==> src/rtl/line_bank_scheduler_if.sv <==
// Event/status bundle between the line timing logic and the three-bank line scheduler.
interface line_bank_scheduler_if #(
    parameter int unsigned CNT_W = 16
);
    logic             wr_line_start;
    logic             wr_line_done;
    logic             frame_start;
    logic             rd_line_start;
    logic [1:0]       wr_bank;
    logic             wr_active;
    logic [1:0]       rd_bank;
    logic             rd_valid;
    logic             rd_fresh;
    logic [CNT_W-1:0] drop_count;
    logic [CNT_W-1:0] repeat_count;

    modport master (
        output wr_line_start, wr_line_done, frame_start, rd_line_start,
        input  wr_bank, wr_active, rd_bank, rd_valid, rd_fresh, drop_count, repeat_count
    );

    modport slave (
        input  wr_line_start, wr_line_done, frame_start, rd_line_start,
        output wr_bank, wr_active, rd_bank, rd_valid, rd_fresh, drop_count, repeat_count
    );
endinterface

==> src/rtl/line_bank_scheduler.sv <==
// Triple-buffer line scheduler: assigns RAM banks to an analog line writer and an HDMI line
// reader, always handing the reader the newest complete line and counting drops/repeats.
module line_bank_scheduler #(
    parameter int unsigned CNT_W = 16
) (
    input  logic                  clk,
    input  logic                  rst,
    line_bank_scheduler_if.slave  bus
);
    localparam int unsigned NB = 3;

    typedef enum logic [1:0] {FREE, FILLING, READY, READING} bank_st_e;

    bank_st_e         st_q   [NB];
    logic [1:0]       age_q  [NB];
    bank_st_e         nst    [NB];
    logic [1:0]       nage   [NB];

    logic [1:0]       wr_bank_q, rd_bank_q;
    logic             wr_active_q, rd_valid_q, rd_fresh_q;
    logic [CNT_W-1:0] drop_q, repeat_q;

    logic [1:0]       wr_bank_d, rd_bank_d;
    logic             wr_active_d, rd_valid_d, rd_fresh_d;
    logic [CNT_W-1:0] drop_d, repeat_d;

    logic [1:0]       wr_sel, rd_sel, best_age, drop_inc;
    logic             found, rd_take, rep_inc;
    logic [CNT_W:0]   drop_sum, repeat_sum;

    // State register
    always_ff @(posedge clk or posedge rst) begin : state_reg
        if (rst) begin
            for (int unsigned i = 0; i < NB; i++) begin
                st_q[i]  <= FREE;
                age_q[i] <= '0;
            end
            wr_bank_q   <= '0;
            wr_active_q <= 1'b0;
            rd_bank_q   <= '0;
            rd_valid_q  <= 1'b0;
            rd_fresh_q  <= 1'b0;
            drop_q      <= '0;
            repeat_q    <= '0;
        end else begin
            st_q        <= nst;
            age_q       <= nage;
            wr_bank_q   <= wr_bank_d;
            wr_active_q <= wr_active_d;
            rd_bank_q   <= rd_bank_d;
            rd_valid_q  <= rd_valid_d;
            rd_fresh_q  <= rd_fresh_d;
            drop_q      <= drop_d;
            repeat_q    <= repeat_d;
        end
    end

    // Next bank states; events applied in order frame, done, write start, read start.
    // Age 0 marks the newest READY bank, larger ages are older.
    always_comb begin : next_state_comb
        nst      = st_q;
        nage     = age_q;
        wr_sel   = wr_bank_q;
        rd_sel   = rd_bank_q;
        rd_take  = 1'b0;
        rep_inc  = 1'b0;
        drop_inc = '0;
        found    = 1'b0;
        best_age = '0;

        if (bus.frame_start) begin
            for (int unsigned i = 0; i < NB; i++)
                if (nst[i] == FILLING || nst[i] == READY) nst[i] = FREE;
        end else if (bus.wr_line_done) begin
            for (int unsigned i = 0; i < NB; i++) begin
                if (nst[i] == FILLING) begin
                    for (int unsigned j = 0; j < NB; j++)
                        if (nst[j] == READY && nage[j] != 2'd3) nage[j] = nage[j] + 2'd1;
                    nst[i]  = READY;
                    nage[i] = '0;
                end
            end
        end

        if (bus.wr_line_start) begin
            for (int unsigned i = 0; i < NB; i++) begin
                if (nst[i] == FILLING) begin
                    nst[i]   = FREE;
                    drop_inc = drop_inc + 2'd1;
                end
            end
            for (int unsigned i = 0; i < NB; i++) begin
                if (!found && nst[i] == FREE) begin
                    found  = 1'b1;
                    wr_sel = 2'(i);
                end
            end
            if (!found) begin
                // No FREE bank: reclaim the oldest READY line
                for (int unsigned i = 0; i < NB; i++) begin
                    if (nst[i] == READY && (!found || nage[i] > best_age)) begin
                        found    = 1'b1;
                        wr_sel   = 2'(i);
                        best_age = nage[i];
                    end
                end
                drop_inc = drop_inc + 2'd1;
            end
            nst[wr_sel] = FILLING;
        end

        if (bus.rd_line_start) begin
            found    = 1'b0;
            best_age = '0;
            for (int unsigned i = 0; i < NB; i++) begin
                if (nst[i] == READY && (!found || nage[i] < best_age)) begin
                    found    = 1'b1;
                    rd_sel   = 2'(i);
                    best_age = nage[i];
                end
            end
            if (found) begin
                for (int unsigned i = 0; i < NB; i++) begin
                    if (nst[i] == READING) begin
                        nst[i] = FREE;
                    end else if (nst[i] == READY && 2'(i) != rd_sel) begin
                        nst[i]   = FREE;
                        drop_inc = drop_inc + 2'd1;
                    end
                end
                nst[rd_sel] = READING;
                rd_take     = 1'b1;
            end else begin
                rep_inc = rd_valid_q;
            end
        end
    end

    // Next output values
    always_comb begin : next_output_comb
        wr_active_d = 1'b0;
        rd_valid_d  = 1'b0;
        wr_bank_d   = wr_sel;
        rd_bank_d   = rd_sel;
        rd_fresh_d  = rd_take;
        for (int unsigned i = 0; i < NB; i++) begin
            if (nst[i] == FILLING) wr_active_d = 1'b1;
            if (nst[i] == READING) rd_valid_d  = 1'b1;
        end
        drop_sum   = {1'b0, drop_q} + (CNT_W+1)'(drop_inc);
        repeat_sum = {1'b0, repeat_q} + (CNT_W+1)'(rep_inc);
        drop_d     = drop_sum[CNT_W]   ? '1 : drop_sum[CNT_W-1:0];
        repeat_d   = repeat_sum[CNT_W] ? '1 : repeat_sum[CNT_W-1:0];
    end

    assign bus.wr_bank      = wr_bank_q;
    assign bus.wr_active    = wr_active_q;
    assign bus.rd_bank      = rd_bank_q;
    assign bus.rd_valid     = rd_valid_q;
    assign bus.rd_fresh     = rd_fresh_q;
    assign bus.drop_count   = drop_q;
    assign bus.repeat_count = repeat_q;
endmodule
==> src/flat_wrapper.sv <==
// flat-port wrapper written by rule: the top's interface ports become plain ports
module line_bank_scheduler_flat 
#(
    parameter int unsigned CNT_W = 16
)
  (clk, rst, bus_wr_line_start, bus_wr_line_done, bus_frame_start, bus_rd_line_start, bus_wr_bank, bus_wr_active, bus_rd_bank, bus_rd_valid, bus_rd_fresh, bus_drop_count, bus_repeat_count);
  line_bank_scheduler_if #(.CNT_W(CNT_W)) bus_i ();
  input  logic clk;
  input  logic rst;
  input wire logic [$bits(bus_i.wr_line_start)-1:0] bus_wr_line_start;
  input wire logic [$bits(bus_i.wr_line_done)-1:0] bus_wr_line_done;
  input wire logic [$bits(bus_i.frame_start)-1:0] bus_frame_start;
  input wire logic [$bits(bus_i.rd_line_start)-1:0] bus_rd_line_start;
  output wire logic [$bits(bus_i.wr_bank)-1:0] bus_wr_bank;
  output wire logic [$bits(bus_i.wr_active)-1:0] bus_wr_active;
  output wire logic [$bits(bus_i.rd_bank)-1:0] bus_rd_bank;
  output wire logic [$bits(bus_i.rd_valid)-1:0] bus_rd_valid;
  output wire logic [$bits(bus_i.rd_fresh)-1:0] bus_rd_fresh;
  output wire logic [$bits(bus_i.drop_count)-1:0] bus_drop_count;
  output wire logic [$bits(bus_i.repeat_count)-1:0] bus_repeat_count;
  assign bus_i.wr_line_start = bus_wr_line_start;
  assign bus_i.wr_line_done = bus_wr_line_done;
  assign bus_i.frame_start = bus_frame_start;
  assign bus_i.rd_line_start = bus_rd_line_start;
  assign bus_wr_bank = bus_i.wr_bank;
  assign bus_wr_active = bus_i.wr_active;
  assign bus_rd_bank = bus_i.rd_bank;
  assign bus_rd_valid = bus_i.rd_valid;
  assign bus_rd_fresh = bus_i.rd_fresh;
  assign bus_drop_count = bus_i.drop_count;
  assign bus_repeat_count = bus_i.repeat_count;
  line_bank_scheduler #(.CNT_W(CNT_W)) u_core (.clk(clk), .rst(rst), .bus(bus_i));
endmodule
==> config.mk <==
export PLATFORM = sky130hd
export DESIGN_NAME = line_bank_scheduler_flat
export DESIGN_NICKNAME = d
export VERILOG_FILES = /design/src/rtl/line_bank_scheduler_if.sv /design/src/rtl/line_bank_scheduler.sv /design/src/flat_wrapper.sv
export SDC_FILE = /design/constraint.sdc
export NUM_CORES = 1
export LEC_CHECK = 0
export BUFFER_PORTS_ARGS = -buffer_cell sky130_fd_sc_hd__buf_4
export CAP_MARGIN = 20
export CORE_MARGIN = 4
export CORE_UTILIZATION = 40
export DETAILED_ROUTE_END_ITERATION = 16
export GPL_ROUTABILITY_DRIVEN = 0
export GPL_TIMING_DRIVEN = 0
export SLEW_MARGIN = 5
export SYNTH_ARGS = -nofsm -noshare
export SYNTH_HDL_FRONTEND = slang
export SYNTH_SLANG_ARGS = --single-unit
==> constraint.sdc <==
create_clock -name clk -period 9.9 [get_ports clk]
set_clock_uncertainty 0.1 [all_clocks]
set_input_delay 1.98 -clock clk [delete_from_list [all_inputs] [get_ports clk]]
set_output_delay 1.98 -clock clk [all_outputs]
set_load 0.02 [all_outputs]
==> results of run 1 <==
-- layer usage --
| layer | global-route usage, % | vias to the layer above | wire [um] |
|---|---|---|---|
| li1 | - | 1715 | - |
| met1 | 24.58 | 1655 | 4845 |
| met2 | 28.92 | 59 | 4726 |
| met3 | 3.123 | 10 | 360 |
| met4 | 4.348 | 0 | 81 |
| met5 | 0 | - | 0 |
-- final cells by class --
cell class / count / area [um^2] / area share (%)
inverter: 20 / 75.07 / 1.655
buffer: 13 / 68.82 / 1.517
multi-input combinational: 359 / 2464 / 54.30
sequential: 51 / 1276 / 28.13
clock inverter: 2 / 38.79 / 0.8549
timing repair buffer: 49 / 380.4 / 8.384
clock buffer: 6 / 72.57 / 1.600
tap: 129 / 161.4 / 3.558
-- sequential cells by signal (all words and copies together) (netlist names) --
| name | flops |
|---|---|
| u_core.bus.rd_bank | 2 |
| u_core.st_q | 6 |
| u_core.bus.repeat_count | 16 |
| u_core.bus.rd_valid | 1 |
| u_core.bus.wr_bank | 2 |
| u_core.age_q | 6 |
| u_core.bus.rd_fresh | 1 |
| u_core.bus.wr_active | 1 |
| u_core.bus.drop_count | 16 |
-- power by group --
group / internal, mW / switching (mW) / total, mW
Clock: 0.0765 / 0.0753 / 0.152
Combinational: 0.227 / 0.345 / 0.572
Sequential: 0.255 / 0.0507 / 0.306
-- Yosys cell counts (3+ instances only) --
cell / n / share of area, %
nand2_1: 60 / 5.9
dfrtp_1: 51 / 33
nor2_1: 33 / 3.2
o21ai_0: 31 / 4.1
ha_1: 23 / 7.5
nand3_1: 19 / 2.5
inv_1: 17 / 1.7
a21oi_1: 16 / 2.1
nor2b_1: 13 / 2.1
xor2_1: 13 / 3.0
and3_1: 12 / 2.0
nor3_1: 11 / 1.4
xnor2_1: 10 / 2.3
nand2b_1: 9 / 1.5
a31oi_1: 8 / 1.3
clkbuf_1: 8 / 0.79
o21a_1: 8 / 1.6
mux2i_1: 6 / 1.6
mux2_2: 5 / 1.5
or3_1: 5 / 0.82
nor3b_1: 4 / 0.79
o21ai_1: 4 / 0.53
o22ai_1: 4 / 0.66
o31a_1: 4 / 0.92
o31ai_1: 4 / 0.79
or2_2: 4 / 0.66
a211oi_1: 3 / 0.59
and2_1: 3 / 0.49
nand4_1: 3 / 0.49
o221ai_2: 3 / 1.2
o31ai_2: 3 / 0.98
-- cells in the final DEF (no fill, tap or decap), types with 5 or more instances in the layout --
| cell | netlist | routed |
|---|---|---|
| a21oi_1 | 16 | 16 |
| a31oi_1 | 8 | 7 |
| and3_1 | 12 | 12 |
| buf_4 | 0 | 48 |
| clkbuf_1 | 8 | 7 |
| clkbuf_8 | 0 | 5 |
| dfrtp_1 | 51 | 51 |
| ha_1 | 23 | 23 |
| inv_1 | 17 | 16 |
| mux2_2 | 5 | 5 |
| mux2i_1 | 6 | 5 |
| nand2_1 | 60 | 60 |
| nand2b_1 | 9 | 9 |
| nand3_1 | 19 | 19 |
| nor2_1 | 33 | 29 |
| nor2b_1 | 13 | 13 |
| nor3_1 | 11 | 9 |
| o21a_1 | 8 | 8 |
| o21ai_0 | 31 | 29 |
| o21ai_1 | 4 | 5 |
| or3_1 | 5 | 5 |
| xnor2_1 | 10 | 10 |
| xor2_1 | 13 | 13 |
-- how the worst max path moves through the flow --
stage,startpoint,to,slack [ns],cells after the start
2_1_floorplan,bus_frame_start,u_core.bus.drop_count[13]$_DFF_PP0_,0.90,36
3_3_place_gp,bus_frame_start,u_core.bus.drop_count[13]$_DFF_PP0_,-0.25,36
3_5_place_dp,bus_frame_start,u_core.bus.drop_count[13]$_DFF_PP0_,-0.40,36
4_1_cts,bus_wr_line_done,u_core.bus.drop_count[13]$_DFF_PP0_,0.005,37
5_1_grt,bus_wr_line_done,u_core.bus.drop_count[13]$_DFF_PP0_,0.02,36
6_report,bus_wr_line_done,u_core.bus.drop_count[13]$_DFF_PP0_,0.45,36
-- critical path: cells and delay by family --
family	cells	cell delay [ns]
compound gates	15	3.20
xor+xnor	1	0.22
fa+ha+maj	5	1.55
buf+inv	3	0.56
simple gates	12	2.06
-- cells by family (layout without fill, tap and decap cells) --
| logic type | after synthesis | in the layout | synth area share, % |
|---|---|---|---|
| muxes | 11 | 11 | 3.052 |
| AOI/OAI and AO/OA | 113 | 113 | 21.30 |
| xor gates and xnor gates | 23 | 23 | 5.284 |
| adders and majority gates | 24 | 24 | 8.074 |
| and+or+nand+nor | 188 | 188 | 25.11 |
| buffers and inverters | 33 | 90 | 3.708 |
| DFF | 51 | 51 | 33.48 |
-- repair_timing --
| item | in CTS | in global routing |
|---|---|---|
| endpoints found under the setup margin | 10 | 16 |
| endpoints found under the hold margin | 0 | 0 |
| buffers inserted | 1 | 4 |
| pin swaps | 1 | 1 |
| gates resized for setup | 1 | 19 |
| cloned | 0 | 0 |
-- stage by stage --
step | setup WS (ns) | hold WS, ns
2_1_floorplan | 0.9025 | 0.4969
3_3_place_gp | -0.2524 | 0.4205
3_5_place_dp | -0.4034 | 0.4252
4_1_cts | 0.005119 | 0.4568
5_1_grt | 0.02423 | 0.4741
6_report | 0.4530 | 0.4522
==> impl_metrics.toml, run 1 <==
[sta]
finalHoldViolCount = 0
finalSetupTns_ns = 0
max_freq_mhz = 105.9
rsz0062_at_grt = "false"
fin_crit_ns = 9.447
relSlewSlack_pct = 56.24
setup_viol = 0
worstMarginPinSlew_ns = 0.6524
drv_slew = 0
post-route-period-util_pct = 95.42

[logic_synthesis]
ys_seq_area_share_pct = 33.48
avgSynthCellArea_um2 = 8.606
synthesis.instances = 443
ys_seq_elements = 51
synth_fp_nets = 473
yosysWarningCount = 0
synthArstFlopShare_pct = 100.0
ys.flop_type = "dfrtp_1"
synth_area_mm2 = 0.003812
synth_edf_count = 0
ys_types = 70

[global_routing]
grt_overflow = 0
grt_pass1_wl_um = 16270
grt_util_all_layers_pct = 17.77
grt_max_degree = 29
antenna_found_initial = 0
first_global_vias = 3262

[min_path]
worstHoldStart = "u_core.bus.repeat_count[8]$_DFF_PP0_"
hp-class = "reg -> reg"
hold_end = "u_core.bus.repeat_count[8]$_DFF_PP0_"
min_path_cells = 2

[detailed_routing]
vias = 3439
detail_route.wl_per_cell_um = 15.92
drc_errors = 0
ant_nets = 0
drt_wl_total_um = 10010
first_pass_iters = 4
vias_per_cell = 5.467
drt_iter0_drc = 142

[critical_path]
crit_type = "in -> reg"
rr_endpoint = "u_core.bus.drop_count[13]$_DFF_PP0_"
cp_slowest_stage_delay_ns = 0.34
cp_max_fo = 10
start_kind = "input port"
arrival_ns = 9.58
cp_common_cell = "ha_1"
rrSetupSlack_ns = 0.68
reg2reg_from = "u_core.st_q[3]$_DFF_PP0_"
r2r_cells = 40
end_kind = "register"
cp.required_ns = 10.03
crit_slowest_cell = "ha_1"

[status]
outcome = "finished, final reports clean"

[final_layout]
fin_util_pct = 49.10
fillers = 895
stdcell_count = 629
drive_above_1_share_pct = 20.20
area_delta_synth_final_pct = 19.00
antenna_cells = 0
fin_area_mm2 = 0.004537
finalNetCount = 529

[place]
placed_cell_area_mm2 = 0.004317
port_buffers = 43
hpwlAfterDp_um = 7647
dp.cells = 616

[clock_tree]
numCtsBuffers = 5
hold_buffers = 0
cts_root_buf = "clkbuf_8"
insertion_delay_ns = 0.31
clkTransAtPathRegs_ns = 0.09
cts_tree = "done"
clockBufferDepth = 2
cts_sinks = 51
cts.htree.levels = 2

[floorplanning]
die_h_um = 105.6
io_pins = 45
die_area_mm2 = 0.01116
fp-row-count = 35
core-area_mm2 = 0.009240
dieWidth_um = 105.6
initial_core_util_pct = 41.26

[power]
power_leakage_nw = 2.080
power_density_mw_per_mm2 = 227.0
vdd_drop_max_mv = 0.1079
finalPower_mw = 1.030

[job]
drv_cap = 0
Note: power is estimated with default switching activity, not from simulation.
==> run 2, diff against run 1 <==
--- a/config.mk
+++ b/config.mk
@@ -12,6 +12,7 @@
 export DETAILED_ROUTE_END_ITERATION = 16
 export GPL_ROUTABILITY_DRIVEN = 0
 export GPL_TIMING_DRIVEN = 0
+export HOLD_SLACK_MARGIN = 0.06
 export SLEW_MARGIN = 5
 export SYNTH_ARGS = -nofsm -noshare
 export SYNTH_HDL_FRONTEND = slang
==> constraint.sdc (replaced) <==
create_clock -name clk -period 11.96 [get_ports clk]
set_clock_uncertainty 0.1 [all_clocks]
set_input_delay 2.392 -clock clk [delete_from_list [all_inputs] [get_ports clk]]
set_output_delay 2.392 -clock clk [all_outputs]
set_load 0.02 [all_outputs]
==> run 2 against run 1 <==
Net effect: critical path depth unchanged; core utilization down 1.2 points; setup slack better by 1.0 ns; cell area down 2.4%; sequential cell count unchanged; power down 20%.
==> impl_metrics.toml, run 2 (same netlist as run 1, synthesis figures left out) <==
[final_layout]
finalNetCount = 524
final_common_cell = "nand2_1"
fin_area_mm2 = 0.004428
area_delta_synth_final_pct = 16.15
final_cell_mix = "nand2_1, dfrtp_1, buf_4"
drive_above_1_share_pct = 16.57
fillers = 907
antenna_cells = 0

[global_routing]
antenna_found_initial = 0
grt_max_degree = 29
first_global_vias = 3245
grt_pass1_wl_um = 16210
grt_overflow = 0
grt_util_all_layers_pct = 17.72

[detailed_routing]
drc_errors = 0
maxUsedRoutingLayer = "met4"
drt_iter0_drc = 162
wl_met1_um = 4673
drt_wl_total_um = 9793
ant_nets = 0
vias = 3403
vias_per_cell = 5.454
detail_route.wl_per_cell_um = 15.69
first_pass_iters = 4
route.met2.wl_um = 4601
met3_length_um = 426

[clock_tree]
cts_root_buf = "clkbuf_8"
clkTransAtPathRegs_ns = 0.09
post-cts-setup-buffer-count = 0
cts_sinks = 51
hold_buffers = 0
insertion_delay_ns = 0.31
numCtsBuffers = 5
cts_resized = 0
cts_tree = "done"
cts.htree.levels = 2
clockBufferDepth = 2

[sta]
finalSetupTns_ns = 0
worstMarginPinSlew_ns = 0.6405
max_freq_mhz = 95.39
finalHoldViolCount = 0
rsz0062_at_grt = "false"
relSlewSlack_pct = 57.11
drv_slew = 0
setup_viol = 0
fin_crit_ns = 10.48
post-route-period-util_pct = 87.65

[critical_path]
end_kind = "register"
critPathBufInv = 2
crit_type = "in -> reg"
r2r_cells = 40
cp_max_fo = 10
cpLargestDelayFamily = "compound AO/OA/AOI/OAI gates"
reg2reg_from = "u_core.st_q[3]$_DFF_PP0_"
start_kind = "input port"
cp.required_ns = 12.03
rrSetupSlack_ns = 2.13
rr_endpoint = "u_core.bus.drop_count[13]$_DFF_PP0_"
cp.depth = 36
crit_slowest_cell = "o211ai_1"
cp_slowest_stage_delay_ns = 0.56
arrival_ns = 10.55

[floorplanning]
fp-row-count = 35
die_h_um = 105.6
core-area_mm2 = 0.009240
io_pins = 45
initial_core_util_pct = 41.26
die_area_mm2 = 0.01116
dieWidth_um = 105.6

[min_path]
worstHoldStart = "u_core.bus.repeat_count[8]$_DFF_PP0_"
hold_end = "u_core.bus.repeat_count[8]$_DFF_PP0_"
hp-class = "reg -> reg"
min_path_cells = 2

[power]
power_leakage_nw = 2.043
vdd_drop_max_mv = 0.08305
power_density_mw_per_mm2 = 185.7

[job]
drv_cap = 0

[place]
placed_cell_area_mm2 = 0.004317
port_buffers = 43
hpwlAfterDp_um = 7647

[status]
outcome = "finished, final reports clean"
-- run 2: cell types whose count changed in the layout (fill, tap and decap cells not counted), sizes merged --
cell,change
buf,-5
-- run 2: worst max-delay path by stage --
| stage | startpoint | end | slack (ns) |
|---|---|---|---|
| after floorplan | bus_frame_start | u_core.bus.drop_count[13]$_DFF_PP0_ | 2.55 |
| after global placement | bus_frame_start | u_core.bus.drop_count[13]$_DFF_PP0_ | 1.40 |
| after detailed placement | bus_frame_start | u_core.bus.drop_count[13]$_DFF_PP0_ | 1.24 |
| after CTS | bus_frame_start | u_core.bus.drop_count[13]$_DFF_PP0_ | 1.48 |
| after global routing | bus_frame_start | u_core.bus.drop_count[13]$_DFF_PP0_ | 0.76 |
| final | bus_frame_start | u_core.bus.drop_count[13]$_DFF_PP0_ | 1.48 |
-- run 2: worst min-delay path, stage by stage (launching register included) --
cell	delay (ns)
dfrtp_1	0.38
xnor2_1	0.08
nand2_1	0.06
-- run 2: final cells by class --
| class | instances | area [um^2] | share of cell area (%) |
|---|---|---|---|
| buffer | 13 | 66.31 | 1.498 |
| clock buffer | 6 | 72.57 | 1.639 |
| clock inverter | 2 | 38.79 | 0.8760 |
| inverter | 20 | 75.07 | 1.695 |
| multi-input combinational | 359 | 2395 | 54.08 |
| sequential | 51 | 1276 | 28.82 |
| tap | 129 | 161.4 | 3.645 |
| timing repair buffer | 44 | 342.8 | 7.742 |
-- run 2: stage by stage --
| stage | hold WS, ns | worst slack (ns) | cells | total power [mW] | utilization, % |
|---|---|---|---|---|---|
| global route | 0.4741 | 0.7578 | 624 | 0.8895 | 47.92 |
| finish | 0.4521 | 1.477 | 624 | 0.8224 | 47.92 |
| detailed placement | 0.4252 | 1.245 | 616 | 0.7010 | 46.72 |
| global placement | 0.4205 | 1.396 | 615 | 0.6857 | 46.50 |
| CTS | 0.4568 | 1.484 | 624 | 0.8302 | 47.92 |
| floorplan | 0.4969 | 2.550 | 443 | 0.5672 | - |
-- run 2: layer usage --
metal,global-route usage [%],vias to the layer above
met5,0,-
met4,4.348,0
met3,3.123,10
met2,28.83,61
met1,24.50,1628
li1,-,1704
-- run 2: report_power, final --
group / internal (mW) / switching (mW)
logic: 0.173 / 0.272
clock network: 0.0633 / 0.0614
registers: 0.211 / 0.0409
